--- src/rtl/mips_status_pkg.sv ---
// Shared status, result and run-state encodings for the MIPS core, the run monitor and benches.
package mips_status_pkg;

    localparam int STATUS_W = 2;
    localparam int RESULT_W = 2;

    typedef enum logic [STATUS_W-1:0] {
        STATUS_R_OK     = 2'd0,
        STATUS_I_OK     = 2'd1,
        STATUS_OVERFLOW = 2'd2,
        STATUS_END      = 2'd3
    } status_e;

    typedef enum logic [RESULT_W-1:0] {
        RESULT_NONE     = 2'd0,
        RESULT_END      = 2'd1,
        RESULT_OVERFLOW = 2'd2,
        RESULT_TIMEOUT  = 2'd3
    } result_e;

    typedef enum logic {
        STATE_RUN  = 1'b0,
        STATE_HALT = 1'b1
    } run_state_e;

    function automatic logic is_terminal(input logic [STATUS_W-1:0] status);
        return (status == STATUS_END) || (status == STATUS_OVERFLOW);
    endfunction

    // Only meaningful for terminal statuses; anything else maps to NONE.
    function automatic result_e status_to_result(input logic [STATUS_W-1:0] status);
        case (status)
            STATUS_END:      return RESULT_END;
            STATUS_OVERFLOW: return RESULT_OVERFLOW;
            default:         return RESULT_NONE;
        endcase
    endfunction

endpackage

--- src/rtl/status_log_fifo.sv ---
// Single-clock first-word-fall-through register FIFO holding timestamped status events.
module status_log_fifo #(
    parameter int WIDTH = 8,
    parameter int DEPTH = 16,
    localparam int AW   = $clog2(DEPTH)
) (
    input  logic             clk,
    input  logic             rst_n,
    input  logic             push,
    input  logic [WIDTH-1:0] wr_data,
    input  logic             pop,
    output logic [WIDTH-1:0] rd_data,
    output logic             full,
    output logic             empty,
    output logic [AW:0]      count
);

    logic [WIDTH-1:0] mem [DEPTH];
    logic [AW-1:0]    wr_ptr;
    logic [AW-1:0]    rd_ptr;
    logic             do_push;
    logic             do_pop;

    assign empty   = (count == '0);
    assign full    = (count == (AW+1)'(DEPTH));
    assign do_pop  = pop && !empty;
    // A full FIFO still accepts a push when the head leaves in the same cycle.
    assign do_push = push && (!full || do_pop);

    always_ff @(posedge clk or negedge rst_n) begin
        if (!rst_n) begin
            wr_ptr <= '0;
            rd_ptr <= '0;
            count  <= '0;
        end else begin
            if (do_push) begin
                wr_ptr <= wr_ptr + 1'b1;
            end
            if (do_pop) begin
                rd_ptr <= rd_ptr + 1'b1;
            end
            case ({do_push, do_pop})
                2'b10:   count <= count + 1'b1;
                2'b01:   count <= count - 1'b1;
                default: count <= count;
            endcase
        end
    end

    always_ff @(posedge clk) begin
        if (do_push) begin
            mem[wr_ptr] <= wr_data;
        end
    end

    // Storage is not reset, so the head reads as zero while nothing is held.
    assign rd_data = empty ? '0 : mem[rd_ptr];

endmodule

--- src/rtl/mips_run_monitor.sv ---
// Observes the core status stream: cycle budget, per-status counters, event log and done/result.
module mips_run_monitor
    import mips_status_pkg::*;
#(
    parameter int MAX_CYCLE = 120000,
    parameter int CYCLE_W   = 17,
    parameter int LOG_DEPTH = 16,
    localparam int LCNT_W   = $clog2(LOG_DEPTH) + 1
) (
    input  logic                i_clk,
    input  logic                i_rst_n,
    input  logic [STATUS_W-1:0] i_status,
    input  logic                i_status_valid,
    input  logic                i_pop,
    output logic                o_log_valid,
    output logic [STATUS_W-1:0] o_log_status,
    output logic [CYCLE_W-1:0]  o_log_cycle,
    output logic [LCNT_W-1:0]   o_log_count,
    output logic                o_log_dropped,
    output logic [CYCLE_W-1:0]  o_inst_count,
    output logic [CYCLE_W-1:0]  o_ovf_count,
    output logic [CYCLE_W-1:0]  o_cycle,
    output logic                o_done,
    output logic [RESULT_W-1:0] o_result
);

    localparam int ENTRY_W = STATUS_W + CYCLE_W;

    run_state_e          state;
    run_state_e          state_next;
    result_e             result;
    result_e             result_next;
    logic [CYCLE_W-1:0]  cycle;
    logic [CYCLE_W-1:0]  inst_count;
    logic [CYCLE_W-1:0]  ovf_count;
    logic                log_dropped;
    logic                accept;
    logic                at_limit;
    logic                log_full;
    logic                log_empty;
    logic                log_drop;
    logic [ENTRY_W-1:0]  log_head;

    assign accept   = (state == STATE_RUN) && i_status_valid;
    assign at_limit = (cycle == CYCLE_W'(MAX_CYCLE - 1));

    // A terminal status on the last budgeted cycle takes priority over the timeout.
    always_comb begin
        state_next  = state;
        result_next = result;
        if (state == STATE_RUN) begin
            if (accept && is_terminal(i_status)) begin
                state_next  = STATE_HALT;
                result_next = status_to_result(i_status);
            end else if (at_limit) begin
                state_next  = STATE_HALT;
                result_next = RESULT_TIMEOUT;
            end
        end
    end

    always_ff @(posedge i_clk or negedge i_rst_n) begin
        if (!i_rst_n) begin
            state  <= STATE_RUN;
            result <= RESULT_NONE;
        end else begin
            state  <= state_next;
            result <= result_next;
        end
    end

    // The cycle counter stops on the halting edge so it reports the final cycle.
    always_ff @(posedge i_clk or negedge i_rst_n) begin
        if (!i_rst_n) begin
            cycle       <= '0;
            inst_count  <= '0;
            ovf_count   <= '0;
            log_dropped <= 1'b0;
        end else begin
            if ((state == STATE_RUN) && (state_next == STATE_RUN)) begin
                cycle <= cycle + 1'b1;
            end
            if (accept) begin
                inst_count <= inst_count + 1'b1;
            end
            if (accept && (i_status == STATUS_OVERFLOW)) begin
                ovf_count <= ovf_count + 1'b1;
            end
            if (log_drop) begin
                log_dropped <= 1'b1;
            end
        end
    end

    assign log_drop = accept && log_full && !(i_pop && !log_empty);

    status_log_fifo #(
        .WIDTH (ENTRY_W),
        .DEPTH (LOG_DEPTH)
    ) u_log (
        .clk     (i_clk),
        .rst_n   (i_rst_n),
        .push    (accept),
        .wr_data ({i_status, cycle}),
        .pop     (i_pop),
        .rd_data (log_head),
        .full    (log_full),
        .empty   (log_empty),
        .count   (o_log_count)
    );

    assign o_log_valid   = !log_empty;
    assign o_log_status  = log_head[CYCLE_W +: STATUS_W];
    assign o_log_cycle   = log_head[CYCLE_W-1:0];
    assign o_log_dropped = log_dropped;
    assign o_inst_count  = inst_count;
    assign o_ovf_count   = ovf_count;
    assign o_cycle       = cycle;
    assign o_done        = (state == STATE_HALT);
    assign o_result      = result;

endmodule

--- config.mk ---
export PLATFORM = sky130hd
export DESIGN_NAME = mips_run_monitor
export DESIGN_NICKNAME = d
export VERILOG_FILES = /design/src/rtl/mips_status_pkg.sv /design/src/rtl/status_log_fifo.sv /design/src/rtl/mips_run_monitor.sv
export SDC_FILE = /design/constraint.sdc
export NUM_CORES = 1
export LEC_CHECK = 0
export CAP_MARGIN = 20
export CORE_ASPECT_RATIO = 2
export CORE_MARGIN = 1.5
export CORE_UTILIZATION = 30
export CTS_CLUSTER_SIZE = 30
export DETAILED_ROUTE_END_ITERATION = 10
export GPL_TIMING_DRIVEN = 0
export RECOVER_POWER = 100
export SKIP_LAST_GASP = 1
export SLEW_MARGIN = 20
export SYNTH_ARGS = -nofsm -noshare
export SYNTH_HDL_FRONTEND = slang
export SYNTH_HIERARCHICAL = 1
export SYNTH_SLANG_ARGS = --single-unit
--- constraint.sdc ---
create_clock -name i_clk -period 4.9 [get_ports i_clk]
set_input_delay 0.735 -clock i_clk [delete_from_list [all_inputs] [get_ports i_clk]]
set_output_delay 0.735 -clock i_clk [all_outputs]
set_load 0.03 [all_outputs]
# Word level (Yosys, flattened, before mapping)
# Memory sizes are Yosys's and may differ from the RTL's.
# Index checks and enable logic that the tools add are counted.
# totals
regBits	68
latchBits	0
ram_bits	304
rom_bits	0
inputBits	6
output_inout_bits	80
elab_cells	52
n_memories	1
# memory_table
memory	depth	word_bits	rd	rd_ports_with_merged_regs	wr	line_no	text
u_log.mem	16	19	1	0	1	status_log_fifo.sv:18	logic [WIDTH-1:0] mem [DEPTH];
# classes
addsub	7
n_mul	0
n_div	0
magnitude_cmp	0
eq_ne	6
n_shift	0
mux	10
bitwise	2
reduce_logical	17
# op_table
op	n
17-bit by 1-bit adder with 17-bit output, second input constant	3
19-bit two-way mux	1
17-bit equality test, second input constant	1
5-bit one-hot mux with 2 select lines	1
4-bit by 1-bit adder with 4-bit output, second input constant	2
1-bit logical AND	8
2-bit equality test, second input constant	3
5-bit by 1-bit adder with 5-bit output, second input constant	1
5-bit equality test, second input constant	1
5-bit zero test	1
1-bit two-way mux	5
5-bit by 1-bit subtractor with 5-bit output, second input constant	1
2-bit two-way mux	2
2-bit one-hot mux with 2 select lines	1
2-bit nonzero test	2
1-bit zero test	3
2-bit by 1-bit equality test with 1-bit output, second input constant	1
1-bit logical OR	2
1-bit inverter	2
2-bit AND reduction	1

# Depth between registers and ports, before layout
# Gate-level depths: netlist of the first run.
# logic_depth
depth_word	7
depth_mapped	10
mapped_depth_nobuf	10

# Modules after synthesis
# The synthesis of the first run kept the hierarchy.
# by_module_without_submodules
mod	instances	cells_each	area_each_um2	seq_area_each_um2
status_log_fifo	1	565	12421.9	9454.1
mips_run_monitor	1	221	2471.1	1376.3

# Worst setup path after synthesis of the first run
# No wires, ideal clock.
# synth_timing
path_type	input to register
start	input port i_status_valid
end	memory u_log/mem[0][0] in the netlist's numbering, enable pin
setup_ps	444
arrival_time_ps	3034
required_ps	4456
slack_ps	1423
stages	4
path_buffers	0
cell_sequence	nand2b_1 -> inv_1 -> o21ai_2 -> nor4_1
# synth_via
elab_chain_len	4
# synth_lines
element	line_no	text
start, declared	mips_run_monitor.sv:13	input logic i_status_valid,
1-bit logical AND	mips_run_monitor.sv:44	assign accept = (state == STATE_RUN) && i_status_valid;
named net accept	mips_run_monitor.sv:37	logic accept;
1-bit logical AND	status_log_fifo.sv:28	assign do_push = push && (!full || do_pop);
1-bit two-way mux	status_log_fifo.sv:51	if (do_push) begin
1-bit two-way mux (implied by the code)	status_log_fifo.sv:52	mem[wr_ptr] <= wr_data;
end, declared	status_log_fifo.sv:18	
# The timed path passes the listed nets, and every way through them passes these cells.

# Worst setup path after layout of the first run
# layout_timing
start	register u_log.rd_ptr[1]
end	output port o_log_cycle[0]
# layout_via
elab_chain_len	2
# layout_lines
element	line_no	text
start, declared	status_log_fifo.sv:20	logic [AW-1:0] rd_ptr;
start signal, assigned	status_log_fifo.sv:40	rd_ptr <= rd_ptr + 1'b1;
memory 16 x 19 bit	n/a	
19-bit two-way mux	status_log_fifo.sv:57	assign rd_data = empty ? '0 : mem[rd_ptr];
end, declared	mips_run_monitor.sv:17	output logic [CYCLE_W-1:0] o_log_cycle,
# Every way passes these cells.

==> results of run 1 <==
==> cell families after synthesis <==
kind of cell / share of synthesized area (%)
XOR/XNOR: 3.293
multiplexers: 13.32
adder cells (fa/ha/maj): 1.059
buffers and inverters: 1.554
flip-flops: 72.72
AO/OA/AOI/OAI: 2.268
AND/OR/NAND/NOR: 5.788
==> worst min path at each step <==
stage                       start             to  slack [ns]  cells after the start
detailed placement  o_log_dropped  o_log_dropped        0.46                      1
global placement    o_log_dropped  o_log_dropped        0.45                      1
CTS                 o_log_dropped  o_log_dropped        0.48                      1
global route        o_log_dropped  o_log_dropped        0.48                      1
finish              o_log_dropped  o_log_dropped        0.46                      1
floorplan                 i_rst_n     o_cycle[0]        0.44                      0
==> layout by cell type (no fill, tap or decap), drive strengths merged, types with 3 or more instances in the layout <==
cell	count
edfxtp	304
nor4	9
clkdlybuf4s50	3
buf	21
a221o	19
xnor2	28
bufinv	5
nor3	32
nand4b	3
mux4	76
mux2i	20
ha	11
clkbuf	58
a21oi	5
o21ai	4
clkinvlp	3
or4	4
nor3b	3
and2	3
and3	16
nor2	23
nand3	17
nand4	10
nand2b	5
clkinv	6
inv	25
nand2	26
xor2	28
dfrtp	68
dlygate4sd3	82
mux2	6
==> metal layers <==
layer / wire length, µm / share of wire, % / GRT usage, %
met4: 1066 / 3.3 / 5.151
met5: 0 / 0 / 0
met1: 11320 / 35 / 12.43
met2: 18790 / 58 / 25.81
met3: 973 / 3.0 / 1.485
==> critical path, cell delays in order (launching register included) <==
cell	delay (ns)
dfrtp_1	0.36
buf_2	0.21
buf_2	0.36
clkbuf_1	0.56
mux4_2	0.41
a221o_1	0.44
dlygate4sd3_1	0.72
==> sequential cells by signal, indices dropped and copies added, names as in the netlist <==
name / flops
o_cycle: 17
o_done: 1
o_inst_count: 17
o_log_dropped: 1
o_ovf_count: 17
o_result: 2
u_log/count: 5
u_log/mem: 304
u_log/rd_ptr: 4
u_log/wr_ptr: 4
==> repair_timing <==
action                    CTS  global route
hold endpoints to repair    9             0
hold buffers                1             0
resized for setup           0             0
==> report_power, final <==
part / switching [W] / internal [W] / total, W
registers: 0.000187 / 0.00355 / 0.00374
clock network: 0.00112 / 0.00142 / 0.00254
logic: 0.00154 / 0.00114 / 0.00269
==> per-stage QoR <==
| stage | setup slack (ns) | total power (W) |
|---|---|---|
| finish | 0.5255 | 0.008964 |
| global route | 0.3613 | 0.009330 |
| CTS | 0.5509 | 0.009209 |
| detailed placement | 1.093 | 0.006652 |
| global placement | -0.9914 | 0.006596 |
| floorplan | 1.423 | 0.005626 |
==> final cells by class <==
type | instances | area share, %
buffer | 29 | 0.8383
clock buffer | 36 | 4.440
clock inverter | 18 | 1.449
inverter | 21 | 0.4475
multi-input combinational | 364 | 21.50
sequential | 372 | 61.49
tap | 643 | 4.568
timing repair buffer | 99 | 5.264
==> run summary, run 1 <==
first-pass GRT wire length: 48780 µm
# rows: 115
HPWL Detailed: 22740 µm
clock slew at reported path FFs: 0.08 ns
dpl cell area: 16690 µm²
global route overflow: 0
Layout Cells excl Fill: 1582
fin crit share: 89.28%
initial core utilization: 30.35%
global-route total usage across every layer: 12.63%
largest net degree at the start of global routing: 54
Top Ports: 86
Sum Neg Setup Slack: 0 ns
area leader, netlist: edfxtp_1
leakage power: 5.977 nW
Clk Latency, worst-skew pair: 0.57 ns
Max VDD drop: 0.0003369 V
Antenna Nets Post-Route: 0
Vias: 7523
reg2reg end: u_log/mem[14][16]
clk sink count: 372
hold slack: 0.4641 ns
R2R Setup Slk: 1.36 ns
Final Max Tran Viols: 80
R2R cell count: 5
Multi-input gate area: 3787 µm²
Critical Path Sink: o_log_cycle[0]
CP required: 4.16 ns
final net count: 934
minimum clock period: 4.375 ns
WL/cell: 20.32 µm
share of layout cells above drive strength 1: 16.51%
Final Routed Wirelength: 32150 µm
Post-Synthesis Net Count: 804
FMAX: 228.6 MHz
Die Span Y: 318.1 µm
violated checks: capacitance limit, slew limit
worst reg2reg path startpoint: o_done
Core Region: 49070 µm²
post-synthesis cell type count: 53
Cell Area, Synth: 14890 µm²
H-tree lvl count: 1
Setup CP Type: reg2out
max-cap violation count: 4
DP Cell Count: 1527
final hold vios: 0
Slew @ Worst Pin: 2.096 ns
Hold WC Path Type: reg2reg
crit end category: primary output
Critical Path Start Type: register
CTS tree: yes
Top FF cell, synth: edfxtp_1
sequential area share after synthesis: 72.72%
Reg area: 10830 µm²
# setup viols final: 0
Slew HR: -40.28%
Data arrival, critical path: 3.64 ns
Root Driver: clkbuf_16
Final Wtd Congestion: 0.7338
number of vias per cell: 4.755
drt pass-1 iters: 5
status: finished, violations left
most common cell in the netlist: edfxtp_1
asr flop ratio synth: 18.28%
PwrDens: 508.9 nW/µm²
Initial DRC Count: 495
Syn Area/Cell: 18.95 µm²
setup repair bufs after CTS: 0
Design Area, Final: 17610 µm²
fillers: 4545
RSZ-0062 raised after global routing: false
Layout Skew: 0.02553 ns
antenna violations before repair: 0
Cells after Synth: 786
Yosys warnings: 6
drt drc: 0
commonest cells in the netlist: 304 x edfxtp_1, 76 x mux4_2, 68 x dfrtp_1
#FFs+latches synth: 372
antenna diode count: 0
vias in the first global route: 8284
share of the synthesized area in the top cell type: 61.30%
clock buffer depth: 3
Inserted Clock Buffers: 29
CP startpoint: u_log/rd_ptr[1]
Max Fanout on Critical Path: 10
PortBufs: 85
die area: 51070 µm²
synth top area cells: edfxtp_1 61%, mux4_2 11%, dfrtp_1 11%, xnor2_1 1.6%, xor2_1 1.6%
Final Util: 35.90%
Post-synth EDFFs: 304
die width: 160.6 µm
Area Overhead vs Synth: 18.26%
Power figures use the tool's default switching activity.
==> inputs of run 2 (changes only) <==
Settings changed: ABC_CLOCK_PERIOD_IN_PS set to 4900, CAP_MARGIN 20 to 40.
==> run 2 against run 1 <==
  * The flow still finishes with violations (capacitance limit, slew limit)
  * Die area did not move
  * Non-clock buffer count is 7 higher
  * Clock-buffer cell count increased by 1
==> run summary, run 2 (synthesized netlist as in run 1, its figures left out) <==
status: finished, violations left (unchanged)
fin crit share: 90.69% (was 89.28%)
Final Wtd Congestion: 0.7338 (unchanged)
most frequent cells in the layout: 304 x edfxtp_1, 76 x mux4_2, 70 x dlygate4sd3_1 (was 304 x edfxtp_1, 82 x dlygate4sd3_1, 76 x mux4_2)
Final Util: 35.86% (was 35.90%)
R2R Setup Slk: 1.35 ns (was 1.36 ns)
drt pass-1 iters: 7 (was 5)
HPWL Detailed: 22980 µm (was 22740 µm)
antenna diode count: 0 (unchanged)
cell family with most CP delay: buffers and inverters (unchanged)
violated checks: capacitance limit, slew limit (unchanged)
H-tree lvl count: 1 (unchanged)
post_cts resized: 0 (unchanged)
Vias: 7567 (was 7523)
Data arrival, critical path: 3.71 ns (was 3.64 ns)
RSZ-0062 raised after global routing: false (unchanged)
die area: 51070 µm² (unchanged)
Sum Neg Setup Slack: 0 ns (unchanged)
reg2reg end: u_log/mem[15][2] (was u_log/mem[14][16])
share of layout cells above drive strength 1: 16.28% (was 16.51%)
Setup CP Type: reg2out (unchanged)
R2R cell count: 5 (unchanged)
minimum clock period: 4.444 ns (was 4.375 ns)
# setup viols final: 0 (unchanged)
most frequent CP cell: clkbuf_1 (was buf_2)
FMAX: 225.0 MHz (was 228.6 MHz)
critical-path cell list: clkbuf_1 > clkbuf_1 > buf_2 > mux2i_1 > nor3_1 > a221o_1 > dlygate4sd3_1 (was buf_2 > buf_2 > clkbuf_1 > mux4_2 > a221o_1 > dlygate4sd3_1)
Most flops, register: u_log/mem (unchanged)
Slew HR: -105.8% (was -40.28%)
pre-CTS WS: 1.188 ns (was 1.093 ns)
largest net degree at the start of global routing: 54 (unchanged)
Area Overhead vs Synth: 18.15% (was 18.26%)
final hold vios: 0 (unchanged)
CTS Hold Bufs: 0 (was 1)
Antenna Nets Post-Route: 0 (unchanged)
setup repair bufs after CTS: 0 (unchanged)
slack of the critical path: 0.4560 ns (was 0.5255 ns)
Layout Skew: 0.009374 ns (was 0.02553 ns)
CP required: 4.16 ns (about the same)
clock slew at reported path FFs: 0.07 ns (was 0.08 ns)
clock buffer depth: 3 (unchanged)
CTS tree: yes (unchanged)
antenna violations before repair: 0 (unchanged)
Max Fanout on Critical Path: 10 (unchanged)
Top Ports: 86 (unchanged)
Core Region: 49070 µm² (unchanged)
max reg flops: 304 (unchanged)
vias in the first global route: 8317 (was 8284)
slowest stage delay, CP: 0.73 ns (was 0.72 ns)
most common cell after layout, fill and taps aside: edfxtp_1 (unchanged)
initial core utilization: 30.35% (unchanged)
Hold WC Path Type: in2async (was reg2reg)
global route overflow: 0 (unchanged)
hold slack: 0.2619 ns (was 0.4641 ns)
Slew @ Worst Pin: 3.087 ns (was 2.096 ns)
first-pass GRT wire length: 49130 µm (was 48780 µm)
CP startpoint: u_log/rd_ptr[0] (was u_log/rd_ptr[1])
worst reg2reg path startpoint: o_done (unchanged)
final net count: 941 (was 934)
WL/cell: 20.26 µm (was 20.32 µm)
PortBufs: 85 (unchanged)
Inserted Clock Buffers: 29 (unchanged)
global-route total usage across every layer: 12.72% (was 12.63%)
max-cap violation count: 5 (was 4)
Final Routed Wirelength: 32200 µm (was 32150 µm)
leakage power: 5.956 nW (was 5.977 nW)
number of vias per cell: 4.762 (was 4.755)
# rows: 115 (unchanged)
drt drc: 0 (unchanged)
Clk Latency, worst-skew pair: 0.57 ns (about the same)
slowest stage cell, crit path: clkbuf_1 (was dlygate4sd3_1)
clk sink count: 372 (unchanged)
Initial DRC Count: 521 (was 495)
Max VDD drop: 0.0003109 V (was 0.0003369 V)
PwrDens: 507.9 nW/µm² (was 508.9 nW/µm²)
Die Span Y: 318.1 µm (unchanged)
Critical Path Start Type: register (unchanged)
buffers plus inverters on the worst setup path: 4 (unchanged)
Final Max Tran Viols: 134 (was 80)
crit end category: primary output (unchanged)
Root Driver: clkbuf_16 (unchanged)
die width: 160.6 µm (unchanged)
## run 2: cell types whose count changed in the layout (fill, tap and decap cells not counted), sizes merged
cell / before / now
inv: 25 / 24
bufinv: 5 / 4
clkinvlp: 3 / 4
clkbuf: 58 / 67
dlygate4sd3: 82 / 70
clkdlybuf4s50: 3 / 14
## run 2: per-stage QoR
step / cells / power, W / area, µm²
after global routing: 1589 / 0.009335 / 17600
after floorplan: 786 / 0.005626 / 14890
after detailed placement: 1534 / 0.006654 / 16790
after global placement: 1514 / 0.006596 / 16550
final: 1589 / 0.008937 / 17600
after CTS: 1588 / 0.009157 / 17810
## run 2: power by group
part	switching, W	total (W)	internal (W)
registers	0.000187	0.00374	0.00355
clock network	0.00109	0.00249	0.00140
logic	0.00154	0.00271	0.00117
total	0.00282	0.00894	0.00612
## run 2: area by class of cell
cell class,count,area (µm²)
multi-input cells,364,3787
clock buffers,37,815.8
flip-flops and latches,372,10830
plain buffers,29,147.6
fillers,4599,31470
repair buffers,106,923.4
inverters,21,78.83
well taps,643,804.5
clock inverters,17,207.7
## run 2: layer usage
metal,wire length (µm),track usage (%),vias up
met5,0,0,-
met4,1069,5.151,0
met3,1102,1.407,57
met2,18990,26.33,187
met1,11040,12.30,3923
li1,-,-,3400
## run 2: worst max-delay path by stage
stage / to / slack, ns / cells after the start
after global placement: u_log/mem[3][2] / -0.99 / 5
after global routing: o_log_cycle[11] / 0.25 / 7
after floorplan: u_log/mem[0][0] / 1.42 / 4
after CTS: o_log_cycle[10] / 0.57 / 6
after detailed placement: o_log_cycle[10] / 1.19 / 6
final: o_log_cycle[10] / 0.46 / 7
==> inputs of run 3 (changes only) <==
Settings changed: PLACE_DENSITY set to 0.48.
==> run 3 against run 2 <==
  * The flow still finishes with violations (capacitance limit, slew limit)
  * Via count is 0.38% lower
  * Final cell count up 0.76%
  * Global-route usage up 1.1 points
  * Final area is 0.73% higher
  * Critical endpoint is now o_log_cycle[14]
==> run summary, run 3 (synthesized netlist as in run 1, its figures left out) <==
PortBufs: 85 (unchanged)
reg2reg end: u_log/mem[1][3] (was u_log/mem[15][2])
setup repair bufs after CTS: 0 (unchanged)
WL/cell: 21.39 µm (was 20.26 µm)
Inserted Clock Buffers: 36 (was 29)
global route overflow: 0 (unchanged)
Initial DRC Count: 331 (was 521)
most frequent cells in the layout: 304 x edfxtp_1, 80 x dlygate4sd3_1, 76 x mux4_2 (was 304 x edfxtp_1, 76 x mux4_2, 70 x dlygate4sd3_1)
Data arrival, critical path: 3.69 ns (was 3.71 ns)
CTS tree: yes (unchanged)
max-cap violation count: 2 (was 5)
antenna diode count: 0 (unchanged)
Reg area: 10830 µm² (unchanged)
max reg flops: 304 (unchanged)
Vias: 7538 (was 7567)
global-route total usage across every layer: 13.79% (was 12.72%)
violated checks: capacitance limit, slew limit (unchanged)
hold slack: 0.4170 ns (was 0.2619 ns)
R2R Setup Slk: 1.28 ns (was 1.35 ns)
Final Routed Wirelength: 34240 µm (was 32200 µm)
post_cts resized: 0 (unchanged)
minimum clock period: 4.424 ns (was 4.444 ns)
Top Ports: 86 (unchanged)
Final Wtd Congestion: 0.6918 (was 0.7338)
Antenna Nets Post-Route: 0 (unchanged)
Slew @ Worst Pin: 2.838 ns (was 3.087 ns)
Multi-input gate area: 3794 µm² (was 3787 µm²)
antenna violations before repair: 0 (unchanged)
status: finished, violations left (unchanged)
first-pass GRT wire length: 52560 µm (was 49130 µm)
number of vias per cell: 4.708 (was 4.762)
initial core utilization: 30.35% (unchanged)
die area: 51070 µm² (unchanged)
slack of the critical path: 0.4764 ns (was 0.4560 ns)
PwrDens: 515.5 nW/µm² (was 507.9 nW/µm²)
drt drc: 0 (unchanged)
Slew HR: -89.23% (was -105.8%)
Root Driver: clkbuf_16 (unchanged)
Final Util: 36.12% (was 35.86%)
Core Region: 49070 µm² (unchanged)
largest net degree at the start of global routing: 50 (was 54)
Sum Neg Setup Slack: 0 ns (unchanged)
share of layout cells above drive strength 1: 16.70% (was 16.28%)
pre-CTS WS: 1.062 ns (was 1.188 ns)
Critical Path Start Type: register (unchanged)
final hold vios: 0 (unchanged)
crit end category: primary output (unchanged)
Most flops, register: u_log/mem (unchanged)
fillers: 4583 (was 4599)
Hold WC Path Type: in2async (unchanged)
CP required: 4.16 ns (about the same)
Clk Latency, worst-skew pair: 0.54 ns (was 0.57 ns)
RSZ-0062 raised after global routing: false (unchanged)
Final Max Tran Viols: 70 (was 134)
most common cell after layout, fill and taps aside: edfxtp_1 (unchanged)
# setup viols final: 0 (unchanged)
drt pass-1 iters: 4 (was 7)
Max VDD drop: 0.0003205 V (was 0.0003109 V)
FMAX: 226.1 MHz (was 225.0 MHz)
Setup CP Type: reg2out (unchanged)
clock buffer depth: 3 (unchanged)
Die Span Y: 318.1 µm (unchanged)
clk sink count: 372 (unchanged)
Area Overhead vs Synth: 19.01% (was 18.15%)
final net count: 950 (was 941)
fin crit share: 90.28% (was 90.69%)
Layout Skew: 0.01356 ns (was 0.009374 ns)
H-tree lvl count: 2 (was 1)
CTS Hold Bufs: 0 (unchanged)
R2R cell count: 6 (was 5)
worst reg2reg path startpoint: o_done (unchanged)
vias in the first global route: 8379 (was 8317)
# rows: 115 (unchanged)
die width: 160.6 µm (unchanged)
HPWL Detailed: 23650 µm (was 22980 µm)
leakage power: 6.026 nW (was 5.956 nW)
Max Fanout on Critical Path: 10 (unchanged)
clock slew at reported path FFs: 0.06 ns (was 0.07 ns)
[run 3: cell count changes in the layout (fill, tap and decap cells not counted), moves of 2 or more]
cell,previous run,this run
clkdlybuf4s50_1,14,4
clkinv_2,3,7
clkbuf_1,32,37
dlygate4sd3_1,70,80
clkinv_1,2,5
bufinv_16,4,2
clkbuf_8,6,0
clkbuf_16,29,37
buf_1,6,4
[run 3: final cells by class]
cell class / count / share of cell area (%)
Sequential cell: 372 / 61.10
Multi-Input combinational cell: 364 / 21.40
Clock buffer: 41 / 5.308
Timing Repair Buffer: 108 / 5.287
Tap cell: 643 / 4.539
Clock inverter: 23 / 1.080
Buffer: 29 / 0.8330
Inverter: 21 / 0.4447
[run 3: how the worst max path moves through the flow]
stage / endpoint / startpoint / slack (ns) / cells past startpoint
after global placement: u_log/mem[1][3] / i_status_valid / -1.29 / 5
final: o_log_cycle[14] / u_log/rd_ptr[1] / 0.48 / 6
after CTS: o_log_cycle[13] / u_log/rd_ptr[1] / 0.47 / 6
after detailed placement: o_log_cycle[13] / u_log/rd_ptr[1] / 1.06 / 6
after global routing: o_log_cycle[14] / u_log/rd_ptr[1] / 0.30 / 6
after floorplan: u_log/mem[0][0] / i_status_valid / 1.42 / 4
[run 3: routing by layer]
layer	vias up	share of wire, %	track usage (%)
li1	3426	-	-
met1	3925	36	14.61
met2	137	58	26.93
met3	50	3.7	2.266
met4	0	2.4	4.798
met5	-	0	0
[run 3: worst max-delay path, stage by stage, from the launching register on]
cell	delay [ns]
dfrtp_1	0.37
buf_2	0.24
buf_2	0.37
clkbuf_1	0.63
mux4_2	0.43
a221o_1	0.40
dlygate4sd3_1	0.70
[run 3: through the flow]
step | area (µm²) | power [W] | instances
3_3_place_gp | 16550 | 0.006633 | 1514
4_1_cts | 17930 | 0.009415 | 1599
2_1_floorplan | 14890 | 0.005626 | 786
5_1_grt | 17720 | 0.009555 | 1601
6_report | 17720 | 0.009137 | 1601
3_5_place_dp | 16800 | 0.006665 | 1535
[run 3: power by group]
group          internal [W]  switching (W)
logic               0.00114        0.00154
clock network       0.00150        0.00121
registers           0.00355       0.000186
total               0.00620        0.00294
